==> config.mk <==
export PLATFORM = sky130hd
export DESIGN_NAME = program_loader
export DESIGN_NICKNAME = d
export VERILOG_FILES = /design/src/rtl/loader_pkg.sv /design/src/rtl/loader_word_assembler.sv /design/src/rtl/program_loader.sv
export SDC_FILE = /design/constraint.sdc
export NUM_CORES = 1
export LEC_CHECK = 0
export CAP_MARGIN = 20
export CORE_MARGIN = 3
export CORE_UTILIZATION = 55
export DETAILED_ROUTE_END_ITERATION = 8
export PLACE_DENSITY = 0.76
export SYNTH_ARGS = -nofsm -noshare
export SYNTH_HDL_FRONTEND = slang
export SYNTH_SLANG_ARGS = --single-unit
==> constraint.sdc <==
create_clock -name Clock -period 2.8 [get_ports Clock]
set_input_delay 0.28 -clock Clock [delete_from_list [all_inputs] [get_ports Clock]]
set_output_delay 0.28 -clock Clock [all_outputs]
set_load 0.01 [all_outputs]
==> src/rtl/loader_pkg.sv <==
// Shared types and constants for the program loader: FSM states in frame-field order and
// the fixed byte/word/length widths.
package loader_pkg;

  localparam int unsigned ByteW       = 8;
  localparam int unsigned WordW       = 16;
  localparam int unsigned LenW        = 16;
  // One extra bit so the word index can reach N itself without wrapping.
  localparam int unsigned CntW        = LenW + 1;
  localparam int unsigned DefMaxWords = 256;

  // Enumerator order follows the frame: length bytes, word bytes, write, checksum.
  typedef enum logic [3:0] {
    StIdle,
    StLenHi,
    StLenLo,
    StDatHi,
    StDatLo,
    StWrite,
    StCheck,
    StRun,
    StError
  } state_e;

  // States in which the loader is waiting for a stream byte.
  function automatic logic is_rx_state(state_e s);
    return (s == StLenHi) || (s == StLenLo) || (s == StDatHi) || (s == StDatLo) ||
           (s == StCheck);
  endfunction

endpackage

==> src/rtl/loader_word_assembler.sv <==
// Pairs stream bytes into 16-bit words and keeps the running XOR of the covered frame bytes.
module loader_word_assembler
  import loader_pkg::*;
(
  input  logic             Clock,
  input  logic             Reset,
  input  logic             clear,
  input  logic             hi_load,
  input  logic             lo_load,
  input  logic             chk_load,
  input  logic [ByteW-1:0] byte_data,
  output logic [WordW-1:0] pair,
  output logic [WordW-1:0] word,
  output logic [ByteW-1:0] chk
);

  logic [ByteW-1:0] hi_q;
  logic [WordW-1:0] word_q;
  logic [ByteW-1:0] chk_q;

  // Live {high byte, current byte}; used for the length field as well as data words.
  assign pair = {hi_q, byte_data};
  assign word = word_q;
  assign chk  = chk_q;

  always_ff @(posedge Clock or posedge Reset) begin
    if (Reset) begin
      hi_q   <= '0;
      word_q <= '0;
      chk_q  <= '0;
    end else begin
      if (hi_load) hi_q <= byte_data;
      if (lo_load) word_q <= {hi_q, byte_data};
      if (clear) begin
        chk_q <= '0;
      end else if (chk_load) begin
        chk_q <= chk_q ^ byte_data;
      end
    end
  end

endmodule

==> src/rtl/program_loader.sv <==
// Boot loader for proc2: receives a length-prefixed word frame, writes it to RAM from BASE_ADDR,
// verifies the XOR checksum and then releases the CPU.
module program_loader
  import loader_pkg::*;
#(
  parameter int unsigned       ADDR_W    = 16,
  parameter int unsigned       DATA_W    = 16,
  parameter logic [ADDR_W-1:0] BASE_ADDR = '0,
  parameter int unsigned       MAX_WORDS = DefMaxWords
) (
  input  logic              Clock,
  input  logic              Reset,
  input  logic              start,
  input  logic              byte_valid,
  input  logic [7:0]        byte_data,
  output logic              byte_ready,
  output logic [ADDR_W-1:0] mem_addr,
  output logic [DATA_W-1:0] mem_data,
  output logic              mem_wr,
  output logic              cpu_hold,
  output logic              Run,
  output logic              load_done,
  output logic              load_err
);

  state_e          state_q, state_d;
  logic [LenW-1:0] len_q;
  logic [CntW-1:0] idx_q, idx_next;
  logic [WordW-1:0] pair;
  logic [ByteW-1:0] chk;
  logic            accept;
  logic            restart;

  assign accept   = byte_valid & byte_ready;
  assign idx_next = idx_q + 1'b1;
  // start only takes effect when no load is in progress.
  assign restart  = start & ((state_q == StIdle) || (state_q == StRun) || (state_q == StError));

  loader_word_assembler u_asm (
    .Clock    (Clock),
    .Reset    (Reset),
    .clear    (restart),
    .hi_load  (accept & ((state_q == StLenHi) || (state_q == StDatHi))),
    .lo_load  (accept & (state_q == StDatLo)),
    .chk_load (accept & ((state_q == StLenHi) || (state_q == StLenLo) ||
                         (state_q == StDatHi) || (state_q == StDatLo))),
    .byte_data(byte_data),
    .pair     (pair),
    .word     (mem_data),
    .chk      (chk)
  );

  always_comb begin
    state_d = state_q;
    unique case (state_q)
      StIdle, StRun, StError: if (start) state_d = StLenHi;
      StLenHi: if (accept) state_d = StLenLo;
      StLenLo: begin
        if (accept) begin
          if (pair == '0) begin
            state_d = StCheck;
          end else if (32'(pair) > MAX_WORDS) begin
            state_d = StError;
          end else begin
            state_d = StDatHi;
          end
        end
      end
      StDatHi: if (accept) state_d = StDatLo;
      StDatLo: if (accept) state_d = StWrite;
      StWrite: state_d = (idx_next == {1'b0, len_q}) ? StCheck : StDatHi;
      StCheck: if (accept) state_d = (byte_data == chk) ? StRun : StError;
      default: state_d = StIdle;
    endcase
  end

  // Outputs are registered from the next state so they line up with the state they describe.
  always_ff @(posedge Clock or posedge Reset) begin
    if (Reset) begin
      state_q    <= StIdle;
      len_q      <= '0;
      idx_q      <= '0;
      mem_addr   <= '0;
      byte_ready <= 1'b0;
      mem_wr     <= 1'b0;
      cpu_hold   <= 1'b1;
      Run        <= 1'b0;
      load_done  <= 1'b0;
      load_err   <= 1'b0;
    end else begin
      state_q    <= state_d;
      byte_ready <= is_rx_state(state_d);
      mem_wr     <= (state_d == StWrite);
      cpu_hold   <= (state_d != StRun);
      Run        <= (state_d == StRun);
      load_done  <= (state_d == StRun);
      load_err   <= (state_d == StError);
      if (restart) begin
        idx_q <= '0;
      end else if (state_q == StWrite) begin
        idx_q <= idx_next;
      end
      if (accept && (state_q == StLenLo)) len_q <= pair;
      if (accept && (state_q == StDatLo)) mem_addr <= BASE_ADDR + ADDR_W'(idx_q);
    end
  end

endmodule

==> results of run 1 <==
==> worst max path at each step <==
stage | from | to | slack (ns) | cells after the start
floorplan | Reset | byte_ready | 0.19 | 1
global placement | byte_data[3] | byte_ready | 0.38 | 8
detailed placement | byte_data[3] | byte_ready | 0.30 | 8
CTS | idx_q[0] | state_q[0] | 0.39 | 8
global route | idx_q[0] | state_q[0] | 0.24 | 8
finish | idx_q[0] | state_q[0] | 0.37 | 8
==> flip-flops by register name, summed over array words and instances (netlist names) <==
register,count
state_q,4
u_asm.chk,8
u_asm.hi_q,8
load_done,1
idx_q,17
mem_wr,1
u_asm.word,16
len_q,16
cpu_hold,1
byte_ready,1
mem_addr,16
load_err,1
==> power groups by stage <==
| stage | combinational, mW | sequential [mW] | clock, mW |
|---|---|---|---|
| 2_1_floorplan | 1.19 | 2.17 | 0 |
| 3_3_place_gp | 1.93 | 2.21 | 0 |
| 3_5_place_dp | 1.97 | 2.24 | 0 |
| 4_1_cts | 1.98 | 2.22 | 0.991 |
| 5_1_grt | 2.17 | 2.30 | 1.05 |
| 6_report | 1.97 | 2.22 | 0.971 |
==> kinds of logic after synthesis <==
logic type                 count (synthesis)
and+or+nand+nor                          138
AOI/OAI and AO/OA                         99
DFF                                       90
muxes                                     48
buffers and inverters                     39
xor gates and xnor gates                  23
adders and majority gates                  1
==> per-layer routing <==
layer	GRT usage, %	wire, um
met1	32.5	4760
met2	38.3	5260
met3	3.45	539
met4	8.96	232
met5	0	0
==> stage by stage <==
| step | power [mW] | cells | hold WS, ns |
|---|---|---|---|
| 2_1_floorplan | 3.36 | 438 | 0.428 |
| 3_3_place_gp | 4.14 | 574 | 0.464 |
| 3_5_place_dp | 4.21 | 574 | 0.474 |
| 4_1_cts | 5.19 | 590 | 0.263 |
| 5_1_grt | 5.51 | 590 | 0.311 |
| 6_report | 5.16 | 590 | 0.257 |
==> synth_stat cells, drive strengths merged, types with 3 or more instances <==
master  number
nand4        8
clkbuf      12
nand3       13
inv         12
nor4         9
nor3b        3
buf         15
a31oi        7
mux2        47
and4         3
a21oi       14
and3         3
xor2        10
xnor2       13
nor2        28
nor2b        5
o22ai        3
o21ai       51
nand2       39
nand2b      12
o31ai        5
dfrtp       89
nor3         8
==> cell type report <==
type / count / share of cell area [%]
clock buffer: 9 / 2.31
multi-input combinational: 309 / 39.6
sequential: 90 / 42.0
clock inverter: 7 / 1.82
inverter: 12 / 0.862
timing repair buffer: 61 / 11.0
tap: 102 / 2.38
==> impl_metrics.json, run 1 <==
{
  "outcome": "complete, no violations",
  "grt_pass1_vias": 3492,
  "pin_count": 50,
  "cpPeakStageDelay_ns": 0.47,
  "yosys.area.top_type": "dfrtp_1",
  "route.detailed.drc": 0,
  "crit_arrival_ns": 2.68,
  "grt_overflow_total": 0,
  "die_y_um": 97.2,
  "yosys_warnings": 0,
  "end_kind": "flip-flop",
  "synth_top_family_by_area": "simple AND/OR/NAND/NOR gates",
  "gp_congestion": 0.872,
  "cts_setup_buffers": 0,
  "worst-r2r-cell-count": 8,
  "grt_max_degree": 62,
  "antenna_found_initial": 0,
  "syn_to_final_growth_pct": 17.5,
  "maxCapViolations": 0,
  "crit_top_cell": "and4_4",
  "timing.final.crit_share_pct": 86.7,
  "synth_fa_ha_area_share_pct": 0.274,
  "drive_above_1_share_pct": 18.9,
  "synthXorXnorAreaFrac_pct": 4.41,
  "die_w_um": 97.2,
  "clockBufferDepth": 2,
  "drt_first_pass_iters": 4,
  "postLayoutCoreUtil_pct": 68.1,
  "cts.sinks": 90,
  "p_per_area_nw_per_um2": 960,
  "track_usage_pct": 23.7,
  "power.leakage_nw": 2.30,
  "irDropWorstVdd_mv": 0.527,
  "pwr-share-clk_pct": 18.8,
  "muxShareOfSynthArea_pct": 11.8,
  "cp_max_fo": 9,
  "clock_skew_ns": 0.0116,
  "ctsHtreeMaxLevel": 3,
  "io_buffers": 49,
  "netlist_top_cells_area": "dfrtp_1 49%, mux2_2 12%, o21ai_0 5.5%, nand2_1 3.1%, xnor2_1 2.5%",
  "placed_area_um2": 5150,
  "final.setup.tns_ns": 0,
  "synth-compound-area-share_pct": 13.0,
  "critPathTopFamily": "simple AND/OR/NAND/NOR gates",
  "multi_input_area_um2": 2130,
  "most-common-layout-cells": "89 x dfrtp_1, 50 x o21ai_0, 49 x clkdlybuf4s50_1",
  "insertion_delay_ns": 0.36,
  "mostFrequentLayoutCell": "dfrtp_1",
  "setup_violations": 0,
  "power_frac_seq_pct": 43.0,
  "p_comb_share_pct": 38.1,
  "clock.fmax_ghz": 0.412,
  "setup_slack_ns": 0.374,
  "antennaDiodeCount": 0,
  "drtIter0Drc": 236,
  "switching_share_pct": 36.3,
  "max-slew-margin-rel_pct": 55.8,
  "ctsResizeCount": 0,
  "seq_area_um2": 2250,
  "synth-simple-area-share_pct": 17.0,
  "final_max_slew_viol_count": 0,
  "nNetsFinal": 496,
  "finalInstanceArea_um2": 5370,
  "synthArstFlopShare_pct": 100,
  "ys_types": 62,
  "yosysSeqAreaShare_pct": 49.3,
  "cts_tree": "done",
  "final.fill_count": 615,
  "rr_startpoint": "idx_q[0]",
  "detail_route.wl_per_cell_um": 18.3,
  "cts_buffers": 9,
  "intPower_mw": 3.28,
  "cp.required_ns": 3.06,
  "crit_path_top_delay_cell": "dfrtp_1",
  "crit_buf_inv": 0,
  "tightestPinTransition_ns": 0.646,
  "synth_edf_count": 0,
  "viasPerCell": 5.96,
  "netlist_area_um2": 4570,
  "hold_path_class": "input pin to asynchronous set/reset pin",
  "synth_top_area_share_pct": 48.7,
  "core_um2": 7890,
  "ant_nets": 0,
  "ys_ff_latch": 90,
  "synth_nets": 451,
  "syn_inst": 438,
  "hold_buffers": 0,
  "dp_slack_ns": 0.302,
  "rrSetupSlack_ns": 0.37,
  "dieArea_um2": 9440,
  "reg2reg_to": "state_q[0]",
  "hpwl_mm": 7.66,
  "rsz0062_at_grt": "false",
  "post-route-min-period_ns": 2.43,
  "synth.avg_cell_area_um2": 10.4,
  "grt_pass1_wl_mm": 17.9,
  "cts_root_buf": "clkbuf_8",
  "synth-main-ff-cell": "dfrtp_1",
  "totalWireLength_mm": 10.8,
  "path_clk_slew_ns": 0.11,
  "rows": 32,
  "start_util_pct": 58.0,
  "power.switching_mw": 1.87,
  "vias": 3516,
  "hold_viol": 0,
  "cp_cell_sequence": "ha_1 -> and4_4 -> and4_4 -> nand3_2 -> xnor2_1 -> nor4_2 -> nand4_1 -> a21o_1",
  "critical_path_class": "flip-flop to flip-flop",
  "start_kind": "flip-flop"
}
No activity file was read; power rests on OpenSTA's default activity.
==> inputs of run 2 (changes only) <==
Settings changed: CORE_ASPECT_RATIO from default to 0.7, CTS_BUF_LIST from default to sky130_fd_sc_hd__clkbuf_8, SLEW_MARGIN from default to 20.
==> impl_metrics.json, run 2 (synthesized netlist as in run 1, its figures left out) <==
{
  "die_w_um": 115,
  "viasPerCell": 6.00,
  "totalWireLength_mm": 10.3,
  "drtIter0Drc": 273,
  "final.setup.tns_ns": 0,
  "syn_to_final_growth_pct": 16.6,
  "cts.sinks": 90,
  "outcome": "complete, no violations",
  "cp_max_fo": 9,
  "cp.required_ns": 3.07,
  "start_util_pct": 57.3,
  "clockBufferDepth": 2,
  "max-slew-margin-rel_pct": 54.5,
  "ant_nets": 0,
  "power.leakage_nw": 2.29,
  "drt_first_pass_iters": 5,
  "hold_viol": 0,
  "cts_setup_buffers": 0,
  "drive_above_1_share_pct": 18.6,
  "hold_path_class": "input pin to asynchronous set/reset pin",
  "tightestPinTransition_ns": 0.665,
  "pin_count": 50,
  "antennaDiodeCount": 0,
  "final.fill_count": 656,
  "grt_pass1_vias": 3285,
  "rrSetupSlack_ns": 0.29,
  "end_kind": "flip-flop",
  "die_y_um": 82.3,
  "grt_overflow_total": 0,
  "fin_cells": 590,
  "ctsHtreeMaxLevel": 3,
  "finalPower_mw": 4.99,
  "detail_route.wl_per_cell_um": 17.4,
  "io_buffers": 49,
  "hold_buffers": 0,
  "largest_register_ff_count": 17,
  "worst-r2r-cell-count": 8,
  "seq_area_um2": 2250,
  "regMostFlops": "idx_q",
  "endpoint": "state_q[0]",
  "cts_tree": "done",
  "start_kind": "flip-flop",
  "vias": 3539,
  "multi_input_area_um2": 2120,
  "p_per_area_nw_per_um2": 935,
  "grt_max_degree": 45,
  "rows": 27,
  "path_clk_slew_ns": 0.09,
  "cts_root_buf": "clkbuf_8",
  "gp_congestion": 0.895,
  "rsz0062_at_grt": "false",
  "setup_violations": 0,
  "mostFrequentLayoutCell": "dfrtp_1",
  "route.detailed.drc": 0,
  "antenna_found_initial": 0,
  "final_max_slew_viol_count": 0,
  "post-route-min-period_ns": 2.51,
  "most-common-layout-cells": "89 x dfrtp_1, 50 x o21ai_0, 49 x clkdlybuf4s50_1",
  "postLayoutCoreUtil_pct": 66.9,
  "hpwl_mm": 7.32,
  "reg2reg_to": "state_q[0]",
  "placed_cells": 574,
  "ctsResizeCount": 0,
  "insertion_delay_ns": 0.37,
  "maxCapViolations": 0,
  "clock.fmax_ghz": 0.398,
  "irDropWorstVdd_mv": 0.528,
  "dieArea_um2": 9460,
  "timing.final.crit_share_pct": 89.8,
  "track_usage_pct": 23.4,
  "nNetsFinal": 497,
  "startpoint": "idx_q[0]",
  "crit_arrival_ns": 2.78,
  "cts_buffers": 9,
  "clock_skew_ns": 0.00741,
  "core_um2": 7970,
  "critical_path_class": "flip-flop to flip-flop",
  "rr_startpoint": "idx_q[0]",
  "grt_pass1_wl_mm": 17.0
}
[run 2: cell count changes in the layout (fill, tap and decap cells not counted)]
| cell | before | now |
|---|---|---|
| buf_4 | 11 | 12 |
| bufinv_16 | 1 | 0 |
| clkbuf_8 | 9 | 11 |
| clkinv_2 | 1 | 3 |
| clkinv_4 | 2 | 1 |
| clkinv_8 | 2 | 0 |
| clkinvlp_4 | 0 | 1 |
| inv_1 | 11 | 12 |
| inv_6 | 2 | 0 |
| nand3_1 | 10 | 11 |
| nand3_2 | 2 | 1 |
[run 2: how the worst min path moves through the flow]
stage            startpoint           end  slack [ns]  depth (start not counted)
4_1_cts               Reset     idx_q[12]        0.23                          2
6_report              Reset     idx_q[12]        0.24                          2
2_1_floorplan  byte_data[5]  u_asm.chk[5]        0.43                          2
3_3_place_gp   mem_addr[15]  mem_addr[15]        0.46                          2
3_5_place_dp    mem_addr[4]   mem_addr[4]        0.47                          2
5_1_grt               Reset  mem_addr[12]        0.26                          2
[run 2: layout make-up]
type	count	share of cell area (%)
clock buffer	11	2.84
clock inverter	5	0.563
inverter	12	0.868
multi-input combinational	309	39.8
sequential	90	42.3
tap	101	2.37
timing repair buffer	62	11.3
[run 2: critical path, stage by stage (launching register included)]
cell and delay (ns):
dfrtp_1 0.46, ha_1 0.36, and4_4 0.35, and4_4 0.27
nand3_2 0.10, xnor2_1 0.17, nor4_2 0.26, nand4_1 0.21
a21o_1 0.23
[run 2: through the flow]
step	hold slack, ns	worst slack (ns)	cell area (um2)
2_1_floorplan	0.428	0.186	4570
3_3_place_gp	0.462	0.413	5150
3_5_place_dp	0.469	0.268	5150
4_1_cts	0.234	0.296	5330
5_1_grt	0.257	0.115	5330
6_report	0.236	0.286	5330
[run 2: routing by layer]
metal	track usage, %	share of wire (%)	up-vias
li1	-	-	1645
met1	35.3	50	1759
met2	33.4	42	124
met3	6.12	6.5	11
met4	5.98	0.93	0
met5	0	0	-
[run 2: where the power goes]
group / switching (mW) / leakage [nW] / internal [mW]
Sequential: 0.409 / 1.15 / 1.78
Combinational: 0.917 / 1.04 / 1.07
Clock: 0.447 / 0.0965 / 0.366
==> inputs of run 3 (changes only) <==
Settings changed: ABC_AREA from default to 1.
==> impl_metrics.json, run 3 <==
{
  "irDropWorstVdd_mv": 0.630,
  "clockBufferDepth": 2,
  "path_clk_slew_ns": 0.09,
  "final.setup.tns_ns": 0,
  "mostFrequentLayoutCell": "nand2_1",
  "viasPerCell": 5.58,
  "hold_path_class": "input pin to asynchronous set/reset pin",
  "io_buffers": 49,
  "syn_inst": 539,
  "gp_congestion": 0.903,
  "start_util_pct": 58.6,
  "cts_setup_buffers": 0,
  "start_kind": "flip-flop",
  "outcome": "complete, no violations",
  "drive_above_1_share_pct": 8.54,
  "grt_overflow_total": 0,
  "critical_path_class": "flip-flop to flip-flop",
  "hold_viol": 0,
  "die_y_um": 81.2,
  "end_kind": "flip-flop",
  "synth_edf_count": 0,
  "cts_root_buf": "clkbuf_8",
  "grt_pass1_wl_mm": 18.5,
  "drtIter0Drc": 330,
  "netlist_top_cells_area": "dfrtp_1 50%, nand2_1 12%, inv_1 5.6%, nand3_1 5.4%, o21ai_0 4.8%",
  "most-common-layout-cells": "139 x nand2_1, 89 x dfrtp_1, 66 x inv_1",
  "maxCapViolations": 0,
  "dieArea_um2": 9210,
  "clock_skew_ns": 0.00840,
  "synth.avg_cell_area_um2": 8.25,
  "syn_to_final_growth_pct": 19.3,
  "yosys.area.top_type": "dfrtp_1",
  "antenna_found_initial": 0,
  "ctsResizeCount": 0,
  "cts_tree": "done",
  "ant_nets": 0,
  "yosys_warnings": 0,
  "cp_max_fo": 9,
  "nNetsFinal": 605,
  "synth-main-ff-cell": "dfrtp_1",
  "power.leakage_nw": 2.45,
  "yosysMostFrequentCell": "nand2_1",
  "vias": 3880,
  "hpwl_mm": 8.32,
  "ys_types": 33,
  "synthArstFlopShare_pct": 100,
  "grt_pass1_vias": 3839,
  "rows": 26,
  "cp.required_ns": 3.07,
  "cts.sinks": 90,
  "insertion_delay_ns": 0.37,
  "drt_first_pass_iters": 7,
  "cts_buffers": 9,
  "timing.final.crit_share_pct": 80.5,
  "ctsHtreeMaxLevel": 3,
  "netlist_area_um2": 4440,
  "route.detailed.drc": 0,
  "final.fill_count": 619,
  "hold_buffers": 0,
  "clock.fmax_ghz": 0.444,
  "ys_ff_latch": 90,
  "grt_max_degree": 39,
  "track_usage_pct": 25.9,
  "post-route-min-period_ns": 2.25,
  "largest_register_ff_count": 17,
  "synth_nets": 552,
  "pin_count": 50,
  "yosysSeqAreaShare_pct": 50.7,
  "synth_top_area_share_pct": 50.1,
  "final_max_slew_viol_count": 0,
  "setup_slack_ns": 0.545,
  "tightestPinTransition_ns": 0.621,
  "die_w_um": 113,
  "setup_violations": 0,
  "regMostFlops": "idx_q",
  "totalWireLength_mm": 11.2,
  "rsz0062_at_grt": "false",
  "antennaDiodeCount": 0,
  "max-slew-margin-rel_pct": 58.5,
  "core_um2": 7580,
  "detail_route.wl_per_cell_um": 16.1,
  "crit_arrival_ns": 2.52,
  "dp_slack_ns": 0.529,
  "p_per_area_nw_per_um2": 930,
  "synth_commonest_cells": "139 x nand2_1, 89 x dfrtp_1, 66 x inv_1"
}
==> run 3: per-stage QoR <==
stage	util [%]	power [mW]	instances	cell area (um2)	hold WS, ns
after floorplan	-	3.15	539	4440	0.401
after global placement	66.9	3.87	679	5070	0.471
after detailed placement	66.9	3.93	679	5070	0.481
after CTS	69.9	4.95	695	5300	0.289
after global routing	69.9	5.28	695	5300	0.303
final	69.9	4.93	695	5300	0.276
==> run 3: power breakdown <==
part | internal, mW | switching [mW] | leakage (nW) | total (mW)
registers | 1.74 | 0.336 | 1.17 | 2.08
logic | 0.844 | 0.996 | 1.17 | 1.84
clock network | 0.548 | 0.461 | 0.121 | 1.01
total | 3.14 | 1.79 | 2.45 | 4.93
==> run 3: path summary, 6_finish.rpt <==
path | to | depth (start not counted) | from | slack (ns)
min in group Clock | mem_addr[3] | 1 | mem_addr[3] | 0.49
max | byte_ready | 14 | idx_q[0] | 0.55
min reg2reg | mem_addr[3] | 1 | mem_addr[3] | 0.49
min | idx_q[4] | 2 | Reset | 0.28
max reg2reg | byte_ready | 14 | idx_q[0] | 0.55
max in group asynchronous | mem_addr[0] | 3 | Reset | 1.83
==> run 3: logic make-up after synthesis <==
logic type                 Yosys count  synth area share [%]
buffers and inverters               82                  7.18
xor gates and xnor gates            11                  2.17
adders and majority gates            1                 0.281
and+or+nand+nor                    260                  25.8
DFF                                 90                  50.7
muxes                               10                  2.53
AOI/OAI and AO/OA                   85                  11.3
==> run 3: worst max-delay path, cell delays in order, from the launching register on <==
cell and delay (ns):
dfrtp_1 0.46, ha_1 0.22, nand2_1 0.12, nor2_4 0.24, nand3_1 0.16, nand2_1 0.08
nand2_1 0.09, a21oi_1 0.14, nand3_1 0.10, nor2_2 0.16, nand3_1 0.11, nand2_2 0.11
nor2_1 0.05, nand2_1 0.05, nand2_1 0.04
==> run 3: routing by layer <==
metal | GRT usage (%) | part of all wire [%]
met3 | 5.88 | 7.5
met1 | 36.8 | 48
met2 | 39.8 | 43
met4 | 8.40 | 1.8
met5 | 0 | 0
==> run 3: layout make-up <==
class / count / area (um2) / share of cell area [%]
clock inverter: 5 / 77.6 / 1.46
sequential: 90 / 2250 / 42.5
timing repair buffer: 57 / 563 / 10.6
tap: 98 / 123 / 2.31
clock buffer: 11 / 151 / 2.86
inverter: 67 / 253 / 4.77
multi-input combinational: 367 / 1880 / 35.5
